## config.mk

```make
export PLATFORM = sky130hd
export DESIGN_NAME = pipe_scroller_flat
export DESIGN_NICKNAME = d
export VERILOG_FILES = /design/src/rtl/pipe_scroller_if.sv /design/src/rtl/pipe_scroller.sv /design/src/flat_wrapper.sv
export SDC_FILE = /design/constraint.sdc
export NUM_CORES = 1
export LEC_CHECK = 0
export BUFFER_PORTS_ARGS = -buffer_cell sky130_fd_sc_hd__buf_2
export CAP_MARGIN = 20
export CORE_MARGIN = 4
export CORE_UTILIZATION = 53
export DETAILED_ROUTE_END_ITERATION = 10
export MAX_ROUTING_LAYER = met4
export PLACE_DENSITY = 0.8
export SLEW_MARGIN = 20
export SYNTH_ARGS = -nofsm -noshare
export SYNTH_HDL_FRONTEND = slang
export SYNTH_SLANG_ARGS = --single-unit
```

## constraint.sdc

```tcl
create_clock -name clk -period 3 [get_ports clk]
set_clock_uncertainty 0.15 [all_clocks]
set_input_delay 0.45 -clock clk [delete_from_list [all_inputs] [get_ports clk]]
set_output_delay 0.45 -clock clk [all_outputs]
set_load 0.05 [all_outputs]
```

## src/rtl/pipe_scroller_if.sv

```systemverilog
// Signal bundle between the pipe scroller and the game datapath: frame/control
// inputs, random-height handshake, and pipe/score outputs.
interface pipe_scroller_if;
  logic        frame_tick;
  logic        start;
  logic        stop;
  logic [15:0] rand_height;
  logic        rand_req;
  logic [10:0] pipe0_x;
  logic [15:0] pipe0_gap_y;
  logic [10:0] pipe1_x;
  logic [15:0] pipe1_gap_y;
  logic        running;
  logic [9:0]  score;
  logic        score_pulse;

  modport master (
    output frame_tick, start, stop, rand_height,
    input  rand_req, pipe0_x, pipe0_gap_y, pipe1_x, pipe1_gap_y,
           running, score, score_pulse
  );

  modport slave (
    input  frame_tick, start, stop, rand_height,
    output rand_req, pipe0_x, pipe0_gap_y, pipe1_x, pipe1_gap_y,
           running, score, score_pulse
  );
endinterface

```

## src/rtl/pipe_scroller.sv

```systemverilog
// Scrolls two pipes once per frame, wraps them at the left edge, fetches new gap
// heights through a single-outstanding request FSM, and counts pipes passed.
module pipe_scroller #(
  parameter int unsigned SCREEN_W    = 640,
  parameter int unsigned PIPE_W      = 80,
  parameter int unsigned SPEED       = 2,
  parameter int unsigned BIRD_X      = 200,
  parameter int unsigned GAP_DEFAULT = 220
) (
  input  logic            clk,
  input  logic            reset,
  pipe_scroller_if.slave  bus
);

  localparam int unsigned LOOP      = SCREEN_W + PIPE_W;
  localparam logic [10:0] X0_INIT   = 11'(LOOP);
  localparam logic [10:0] X1_INIT   = 11'(LOOP + LOOP / 2);
  localparam logic [10:0] STEP      = 11'(SPEED);
  localparam logic [10:0] WRAP_ADD  = 11'(LOOP - SPEED);
  localparam logic [10:0] BIRD      = 11'(BIRD_X);
  localparam logic [15:0] GAP_INIT  = 16'(GAP_DEFAULT);
  localparam logic [9:0]  SCORE_MAX = 10'd999;

  typedef enum logic [1:0] {S_IDLE, S_RUN, S_FROZEN} state_t;
  typedef enum logic [1:0] {F_IDLE, F_REQ, F_CAP}    fetch_t;

  state_t      r_state, w_state_next;
  fetch_t      r_fetch, w_fetch_next;
  logic [10:0] r_x0, r_x1;
  logic [15:0] r_gap0, r_gap1;
  logic [9:0]  r_score;
  logic        r_score_pulse;
  logic        r_pend0, r_pend1;
  logic        r_sel;

  logic        w_restart, w_move;
  logic        w_pick, w_pick_sel, w_req, w_cap;
  logic [10:0] w_x0_mv, w_x1_mv;
  logic        w_wrap0, w_wrap1, w_cross;

  // Wrap adds LOOP-SPEED so the two pipes keep their exact half-loop spacing.
  function automatic logic [10:0] f_move(input logic [10:0] x);
    return (x > STEP) ? x - STEP : x + WRAP_ADD;
  endfunction

  always_comb begin
    w_state_next = r_state;
    w_restart    = 1'b0;
    case (r_state)
      S_IDLE:   if (bus.start) begin w_state_next = S_RUN; w_restart = 1'b1; end
      S_RUN:    if (bus.stop)  w_state_next = S_FROZEN;
      S_FROZEN: if (bus.start) begin w_state_next = S_RUN; w_restart = 1'b1; end
      default:  w_state_next = S_IDLE;
    endcase
  end

  always_comb begin
    w_move  = (r_state == S_RUN) && bus.frame_tick;
    w_x0_mv = f_move(r_x0);
    w_x1_mv = f_move(r_x1);
    w_wrap0 = (r_x0 <= STEP);
    w_wrap1 = (r_x1 <= STEP);
    w_cross = ((r_x0 >= BIRD) && (w_x0_mv < BIRD)) ||
              ((r_x1 >= BIRD) && (w_x1_mv < BIRD));
  end

  always_comb begin
    w_fetch_next = r_fetch;
    w_pick       = 1'b0;
    w_pick_sel   = 1'b0;
    w_req        = 1'b0;
    w_cap        = 1'b0;
    case (r_fetch)
      F_IDLE: if (r_pend0 || r_pend1) begin
        w_pick       = 1'b1;
        w_pick_sel   = !r_pend0;
        w_fetch_next = F_REQ;
      end
      F_REQ: begin
        w_req        = 1'b1;
        w_fetch_next = F_CAP;
      end
      F_CAP: begin
        w_cap        = 1'b1;
        w_fetch_next = F_IDLE;
      end
      default: w_fetch_next = F_IDLE;
    endcase
  end

  always_ff @(posedge clk) begin
    if (reset) begin
      r_state       <= S_IDLE;
      r_fetch       <= F_IDLE;
      r_x0          <= X0_INIT;
      r_x1          <= X1_INIT;
      r_gap0        <= GAP_INIT;
      r_gap1        <= GAP_INIT;
      r_score       <= '0;
      r_score_pulse <= 1'b0;
      r_pend0       <= 1'b0;
      r_pend1       <= 1'b0;
      r_sel         <= 1'b0;
    end else begin
      r_state       <= w_state_next;
      r_fetch       <= w_fetch_next;
      r_score_pulse <= 1'b0;
      if (w_pick) begin
        r_sel <= w_pick_sel;
        if (!w_pick_sel) r_pend0 <= 1'b0;
        else             r_pend1 <= 1'b0;
      end
      // Flag sets come after the pick clear so a same-cycle request is not lost.
      if (w_restart) begin
        r_x0    <= X0_INIT;
        r_x1    <= X1_INIT;
        r_gap0  <= GAP_INIT;
        r_gap1  <= GAP_INIT;
        r_score <= '0;
        r_pend0 <= 1'b1;
        r_pend1 <= 1'b1;
      end else if (w_move) begin
        r_x0 <= w_x0_mv;
        r_x1 <= w_x1_mv;
        if (w_wrap0) r_pend0 <= 1'b1;
        if (w_wrap1) r_pend1 <= 1'b1;
        if (w_cross) begin
          r_score_pulse <= 1'b1;
          if (r_score != SCORE_MAX) r_score <= r_score + 10'd1;
        end
      end
      if (w_cap) begin
        if (!r_sel) r_gap0 <= bus.rand_height;
        else        r_gap1 <= bus.rand_height;
      end
    end
  end

  assign bus.rand_req    = w_req;
  assign bus.pipe0_x     = r_x0;
  assign bus.pipe1_x     = r_x1;
  assign bus.pipe0_gap_y = r_gap0;
  assign bus.pipe1_gap_y = r_gap1;
  assign bus.running     = (r_state == S_RUN);
  assign bus.score       = r_score;
  assign bus.score_pulse = r_score_pulse;

endmodule

```

## src/flat_wrapper.sv

```systemverilog
// flat-port wrapper written by rule: the top's interface ports become plain ports
module pipe_scroller_flat 
#(
  parameter int unsigned SCREEN_W    = 640,
  parameter int unsigned PIPE_W      = 80,
  parameter int unsigned SPEED       = 2,
  parameter int unsigned BIRD_X      = 200,
  parameter int unsigned GAP_DEFAULT = 220
)
  (clk, reset, bus_frame_tick, bus_start, bus_stop, bus_rand_height, bus_rand_req, bus_pipe0_x, bus_pipe0_gap_y, bus_pipe1_x, bus_pipe1_gap_y, bus_running, bus_score, bus_score_pulse);
  pipe_scroller_if bus_i ();
  input  logic clk;
  input  logic reset;
  input wire logic [$bits(bus_i.frame_tick)-1:0] bus_frame_tick;
  input wire logic [$bits(bus_i.start)-1:0] bus_start;
  input wire logic [$bits(bus_i.stop)-1:0] bus_stop;
  input wire logic [$bits(bus_i.rand_height)-1:0] bus_rand_height;
  output wire logic [$bits(bus_i.rand_req)-1:0] bus_rand_req;
  output wire logic [$bits(bus_i.pipe0_x)-1:0] bus_pipe0_x;
  output wire logic [$bits(bus_i.pipe0_gap_y)-1:0] bus_pipe0_gap_y;
  output wire logic [$bits(bus_i.pipe1_x)-1:0] bus_pipe1_x;
  output wire logic [$bits(bus_i.pipe1_gap_y)-1:0] bus_pipe1_gap_y;
  output wire logic [$bits(bus_i.running)-1:0] bus_running;
  output wire logic [$bits(bus_i.score)-1:0] bus_score;
  output wire logic [$bits(bus_i.score_pulse)-1:0] bus_score_pulse;
  assign bus_i.frame_tick = bus_frame_tick;
  assign bus_i.start = bus_start;
  assign bus_i.stop = bus_stop;
  assign bus_i.rand_height = bus_rand_height;
  assign bus_rand_req = bus_i.rand_req;
  assign bus_pipe0_x = bus_i.pipe0_x;
  assign bus_pipe0_gap_y = bus_i.pipe0_gap_y;
  assign bus_pipe1_x = bus_i.pipe1_x;
  assign bus_pipe1_gap_y = bus_i.pipe1_gap_y;
  assign bus_running = bus_i.running;
  assign bus_score = bus_i.score;
  assign bus_score_pulse = bus_i.score_pulse;
  pipe_scroller #(.SCREEN_W(SCREEN_W), .PIPE_W(PIPE_W), .SPEED(SPEED), .BIRD_X(BIRD_X), .GAP_DEFAULT(GAP_DEFAULT)) u_core (.clk(clk), .reset(reset), .bus(bus_i));
endmodule
```

==> results of run 1 <==
## flip-flops by register name, summed over array words and instances, names as in the netlist
register                cells
u_core.r_sel                1
u_core.r_pend0              1
u_core.bus.pipe1_x         10
u_core.bus.score           10
u_core.bus.score_pulse      1
u_core.bus.pipe1_gap_y     16
u_core.r_pend1              1
u_core.bus.pipe0_gap_y     16
u_core.r_state              2
u_core.r_fetch              2
u_core.bus.pipe0_x         10
## cell type report
cell class                      instances  share of cell area, %
Inverter                                9                 0.8300
Clock buffer                            9                  3.043
Sequential cell                        70                  34.46
Tap cell                               75                  2.306
Timing Repair Buffer                   95                  12.30
Multi-Input combinational cell        319                  44.51
Clock inverter                          7                  2.552
## report_power, final
| group | leakage, nW | switching, mW | internal [mW] |
|---|---|---|---|
| sequential | 0.567 | 0.0149 | 0.944 |
| clock | 0.115 | 0.397 | 0.481 |
| combinational | 0.942 | 0.138 | 0.0581 |
## through the flow
step	instances	hold slack (ns)	utilization [%]	setup WS, ns
floorplan	430	0.3002	-	0.04966
global placement	568	0.3010	63.34	0.2975
detailed placement	568	0.3080	63.34	0.1865
CTS	584	0.1821	67.09	0.1538
global route	584	0.1946	67.16	0.03683
finish	584	0.1902	67.16	0.2523
## cell families after synthesis
group	synth area share (%)
flip-flops	41.27
AO/OA/AOI/OAI	19.46
XOR/XNOR	2.063
multiplexers	0.6264
adder cells (fa/ha/maj)	2.211
AND/OR/NAND/NOR	28.70
buffers and inverters	5.563
other	0.1104
## worst max path at each step
| stage | startpoint | to | slack (ns) |
|---|---|---|---|
| 2_1_floorplan | u_core.bus.pipe1_x[1] | u_core.bus.score[9] | 0.05 |
| 3_5_place_dp | u_core.bus.pipe0_x[1] | u_core.bus.score[9] | 0.19 |
| 6_report | u_core.bus.pipe0_x[2] | u_core.bus.score[7] | 0.25 |
| 5_1_grt | u_core.bus.pipe0_x[2] | u_core.bus.score[4] | 0.04 |
| 4_1_cts | u_core.bus.pipe0_x[1] | u_core.bus.score[9] | 0.15 |
| 3_3_place_gp | u_core.bus.pipe0_x[1] | u_core.bus.score[7] | 0.30 |
## cell usage in the layout, fill, tap and decap left out, types with 6 or more instances in the layout
| master | netlist | layout |
|---|---|---|
| o21ai_0 | 12 | 12 |
| nor2_1 | 41 | 41 |
| buf_2 | 1 | 85 |
| o31ai_1 | 8 | 8 |
| nor3b_1 | 6 | 6 |
| clkbuf_8 | 0 | 9 |
| buf_4 | 3 | 10 |
| or4_1 | 6 | 6 |
| nand3_1 | 29 | 29 |
| nor3_1 | 25 | 25 |
| dfxtp_1 | 70 | 69 |
| inv_1 | 9 | 9 |
| nand2_1 | 49 | 49 |
| or3_1 | 7 | 7 |
| o21bai_1 | 11 | 11 |
| a21oi_1 | 48 | 48 |
## metal layers
metal	vias to the layer above	global-route usage, %	wire length (um)
met4	0	10.16	147
met5	-	-	0
met3	14	3.857	566
li1	1671	-	-
met1	1547	31.56	3863
met2	119	33.22	3937
## Yosys cell counts (all sizes together), types with 2 or more instances
library cell and number:
dfxtp 70, nand2 49, nor2 41, nor3 25
a21oi 48, and3 5, o21a 2, o22ai 3
xor2 3, xnor2 5, buf 7, inv 9
nor3b 6, a22oi 2, or4 6, a31oi 4
nand3 29, o31ai 8, a211o 3, a211oi 4
or2 2, nand2b 5, nor4 4, nor2b 5
o21ai 12, ha 6, clkbuf 25, o21bai 11
or3 8
## worst register-to-register path, stage by stage (launching register included)
cell	delay (ns)
dfxtp_1	0.35
inv_1	0.11
ha_2	0.25
o21ba_2	0.19
and3_1	0.20
a2111oi_0	0.08
o41ai_1	0.37
a22oi_1	0.12
buf_4	0.22
or4_1	0.51
a21oi_1	0.15
==> results.sh, run 1 <==
export IMPL_start_kind="flip-flop"
export IMPL_max_slew_margin_pct=45.88
export IMPL_synth_edf_count=0
export IMPL_die_area_mm2=0.007752
export IMPL_syn_to_final_growth_pct=19.86
export IMPL_num_vias=3351
export IMPL_syn_area_per_cell_um2=7.916
export IMPL_synth_area_leaders="dfxtp_1, a21oi_1, nand2_1"
export IMPL_crit_chain="inv_1 > ha_2 > o21ba_2 > and3_1 > a2111oi_0 > o41ai_1 > a22oi_1 > buf_4 > or4_1 > a21oi_1"
export IMPL_place_area_mm2=0.003839
export IMPL_grt_pass1_wl_mm=13.94
export IMPL_ys_ff_latch=70
export IMPL_holdPathStages=3
export IMPL_synth_top_area_share_pct=41.27
export IMPL_worstPathArrival_ns=2.88
export IMPL_setup_viol=0
export IMPL_hp_class="in -> reg"
export IMPL_r2r_end="u_core.bus.score[7]"
export IMPL_regArea_mm2=0.001403
export IMPL_grt_use_total_pct=23.01
export IMPL_grt_ovfl_total=0
export IMPL_fin_crit_ns=2.748
export IMPL_p_leak_nw=1.624
export IMPL_seq_area_frac_synth_pct=41.27
export IMPL_wirelength_mm=8.514
export IMPL_critPathTopFamily="compound AO/OA/AOI/OAI gates"
export IMPL_num_rows=28
export IMPL_synth_area_mm2=0.003396
export IMPL_cts_setup_buffers=0
export IMPL_r2r_start="u_core.bus.pipe0_x[2]"
export IMPL_grt_pass1_vias=3121
export IMPL_finalHoldViolations=0
export IMPL_critPathCaptureType="flip-flop"
export IMPL_post_cts_resized=0
export IMPL_ys_async_sr_fraction_pct=0
export IMPL_min_to="u_core.bus.pipe0_gap_y[13]"
export IMPL_maxCapViolCount=0
export IMPL_fp_coreArea_mm2=0.006061
export IMPL_yosysTopAreaCell="dfxtp_1"
export IMPL_gp_congestion=0.9732
export IMPL_die_width_um=88.05
export IMPL_crit_type="reg -> reg"
export IMPL_cts_hold_buffers=0
export IMPL_cp_data_required_time_ns=3.13
export IMPL_port_buffers=85
export IMPL_drc=0
export IMPL_routed_via_density=5.738
export IMPL_cts_buffers=9
export IMPL_cts_tree="yes"
export IMPL_slew_violations=0
export IMPL_cts_root_buf="clkbuf_8"
export IMPL_clk_latency_ns=0.35
export IMPL_critPathMaxFanout=20
export IMPL_dp_hpwl_mm=5.937
export IMPL_io_pins=88
export IMPL_cts_sinks=70
export IMPL_nNetsFinal=531
export IMPL_post_route_cell_area_mm2=0.004070
export IMPL_ir_drop_mv=0.3309
export IMPL_reg2reg_slack_ns=0.25
export IMPL_crit_cells=10
export IMPL_hold_path_startpoint="bus_rand_height[13]"
export IMPL_outcome="complete, no violations"
export IMPL_routedWlPerCell_um=14.58
export IMPL_num_fill_cells=474
export IMPL_worstMarginPinSlew_ns=0.8089
export IMPL_power_density_mw_per_mm2=499.7
export IMPL_tns_ns=0
export IMPL_multi_input_area_mm2=0.001812
export IMPL_final_antenna_net_count=0
export IMPL_htree_levels=3
export IMPL_post_route_period_util_pct=91.59
export IMPL_rsz0062_at_grt="false"
export IMPL_clock_fmax_mhz=363.9
export IMPL_cp_slowest_cell="or4_1"
export IMPL_drt_iter0_markers=176
export IMPL_diodes=0
export IMPL_yosysUniqueCellTypes=55
export IMPL_slowest_delay_ns=0.51
export IMPL_antenna_found_initial=0
export IMPL_clockBufferDepth=2
export IMPL_reg2reg_depth=10
export IMPL_grt_max_degree=42
export IMPL_clkTransAtPathRegs_ns=0.09
export IMPL_cp_buffers_inverters=2
export IMPL_start_util_pct=56.03
export IMPL_synth_warnings=0
export IMPL_drive_gt1_share_pct=23.77
export IMPL_die_y_um=88.05
export IMPL_design_power_total_mw=2.034
export IMPL_syn_inst=429
export IMPL_dr_pass1_iters=5
export IMPL_yosys_most_used_dff="dfxtp_1"
(Power assumes the default switching activity.)
==> run 2: changes to the inputs <==
Settings changed: CELL_PAD_IN_SITES_DETAIL_PLACEMENT from default to 1, CELL_PAD_IN_SITES_GLOBAL_PLACEMENT from default to 1, CORE_UTILIZATION 53 to 38, HOLD_SLACK_MARGIN from default to 0.05, PLACE_DENSITY 0.8 to 0.79.
==> run 2 against run 1 <==
Net effect:
- worst setup slack worse by 0.059 ns
- worst hold slack lost 0.00088 ns
- clock-buffer cell count increased by 1
- cell count up 5.7%
- largest cell class unchanged
==> results.sh, run 2 (synthesized netlist as in run 1, its figures left out) <==
export IMPL_reg2reg_slack_ns=0.19
export IMPL_antenna_found_initial=0
export IMPL_placed_cells_incl_taps=601
export IMPL_outcome="complete, no violations"
export IMPL_cts_tree="yes"
export IMPL_worstPathArrival_ns=2.94
export IMPL_clkTransAtPathRegs_ns=0.09
export IMPL_finalHoldViolations=0
export IMPL_nNetsFinal=531
export IMPL_power_density_mw_per_mm2=479.1
export IMPL_slowest_delay_ns=0.51
export IMPL_ir_drop_mv=0.2217
export IMPL_grt_use_total_pct=20.34
export IMPL_num_vias=3442
export IMPL_final_cell_mix="buf_2, dfxtp_1, nand2_1"
export IMPL_r2r_start="u_core.bus.pipe0_x[2]"
export IMPL_hold_path_startpoint="bus_rand_height[8]"
export IMPL_mostFrequentLayoutCell="buf_2"
export IMPL_post_cts_resized=0
export IMPL_cts_buffers=9
export IMPL_slew_violations=0
export IMPL_postLayoutCoreUtil_pct=47.02
export IMPL_drive_gt1_share_pct=23.97
export IMPL_die_y_um=102.5
export IMPL_routed_via_density=5.579
export IMPL_die_width_um=102.5
export IMPL_cp_buffers_inverters=3
export IMPL_grt_pass1_wl_mm=16.63
export IMPL_num_fill_cells=1105
export IMPL_crit_cells=10
export IMPL_tns_ns=0
export IMPL_cp_slowest_cell="or4_1"
export IMPL_io_pins=88
export IMPL_fin_crit_ns=2.807
export IMPL_port_buffers=85
export IMPL_max_slew_margin_pct=44.11
export IMPL_hold_slack_ns=0.1893
export IMPL_worst_slack_ns=0.1931
export IMPL_drt_iter0_markers=129
export IMPL_critPathCaptureType="flip-flop"
export IMPL_critPathTopFamily="compound AO/OA/AOI/OAI gates"
export IMPL_clock_fmax_mhz=356.3
export IMPL_start_util_pct=38.94
export IMPL_p_leak_nw=1.619
export IMPL_htree_levels=3
export IMPL_cts_hold_buffers=0
export IMPL_fp_coreArea_mm2=0.008721
export IMPL_grt_ovfl_total=0
export IMPL_r2r_end="u_core.bus.score[9]"
export IMPL_dr_pass1_iters=4
export IMPL_cts_root_buf="clkbuf_8"
export IMPL_num_rows=34
export IMPL_critPathMaxFanout=20
export IMPL_final_cell_count_no_fill=617
export IMPL_gp_congestion=0.8350
export IMPL_reg2reg_depth=10
export IMPL_min_to="u_core.bus.pipe0_gap_y[8]"
export IMPL_maxCapViolCount=0
export IMPL_pre_cts_ws_ns=0.1107
export IMPL_die_area_mm2=0.01051
export IMPL_wirelength_mm=10.26
export IMPL_post_route_period_util_pct=93.56
export IMPL_setup_viol=0
export IMPL_worstMarginPinSlew_ns=0.8367
export IMPL_crit_type="reg -> reg"
export IMPL_hp_class="in -> reg"
export IMPL_drc=0
export IMPL_holdPathStages=3
export IMPL_routedWlPerCell_um=16.63
export IMPL_diodes=0
export IMPL_clk_latency_ns=0.35
export IMPL_grt_max_degree=42
export IMPL_dp_hpwl_mm=7.250
export IMPL_start_kind="flip-flop"
export IMPL_cts_setup_buffers=0
export IMPL_final_antenna_net_count=0
export IMPL_clockBufferDepth=2
export IMPL_cts_sinks=70
export IMPL_grt_pass1_vias=3473
export IMPL_syn_to_final_growth_pct=20.74
export IMPL_cp_data_required_time_ns=3.14
export IMPL_cpMostUsedCell="buf_4"
export IMPL_crit_chain="inv_1 > ha_1 > buf_4 > nor3_1 > a2111oi_0 > o41ai_1 > a22oi_1 > buf_4 > or4_1 > a21oi_1"
==> run 2: stage by stage <==
stage	area (um^2)	power (mW)
global placement	3885	1.175
detailed placement	3885	1.181
floorplan	3400	1.119
CTS	4091	1.981
global route	4100	2.043
finish	4100	1.964
==> run 2: tightest hold or removal path: cells and delay by family <==
| kind | cells | cell delay (ns) |
|---|---|---|
| buffers and inverters | 1 | 0.10 |
| AND/OR/NAND/NOR | 1 | 0.05 |
| AO/OA/AOI/OAI | 1 | 0.05 |
==> run 2: area by class of cell <==
| cell class | instances | area [um^2] | area share [%] |
|---|---|---|---|
| clock buffers | 10 | 137.6 | 3.357 |
| clock inverters | 6 | 68.82 | 1.678 |
| inverters | 9 | 33.78 | 0.8239 |
| multi-input cells | 319 | 1823 | 44.46 |
| flip-flops and latches | 70 | 1401 | 34.18 |
| well taps | 108 | 135.1 | 3.296 |
| repair buffers | 95 | 500.5 | 12.21 |
==> run 2: metal layers <==
metal / share of wire, % / routed length, um / track usage (%)
met2: 51 / 5202 / 34.06
met5: 0 / 0 / -
met3: 6.0 / 620 / 5.683
met1: 43 / 4365 / 24.09
met4: 0.69 / 71 / 5.247
==> run 2: worst max-delay path by stage <==
stage	from	to	slack [ns]
after floorplan	u_core.bus.pipe1_x[1]	u_core.bus.score[9]	0.05
after global placement	u_core.bus.pipe1_x[1]	u_core.bus.score[7]	0.29
after detailed placement	u_core.bus.pipe1_x[1]	u_core.bus.score[9]	0.11
after CTS	u_core.bus.pipe1_x[1]	u_core.bus.score[9]	0.09
after global routing	u_core.bus.pipe0_x[2]	u_core.bus.score[6]	-0.02
final	u_core.bus.pipe0_x[2]	u_core.bus.score[9]	0.19
==> run 2: power breakdown <==
part	switching, mW	internal [mW]	leakage [nW]
clock	0.391	0.413	0.103
combinational	0.142	0.0574	0.949
sequential	0.0170	0.944	0.566
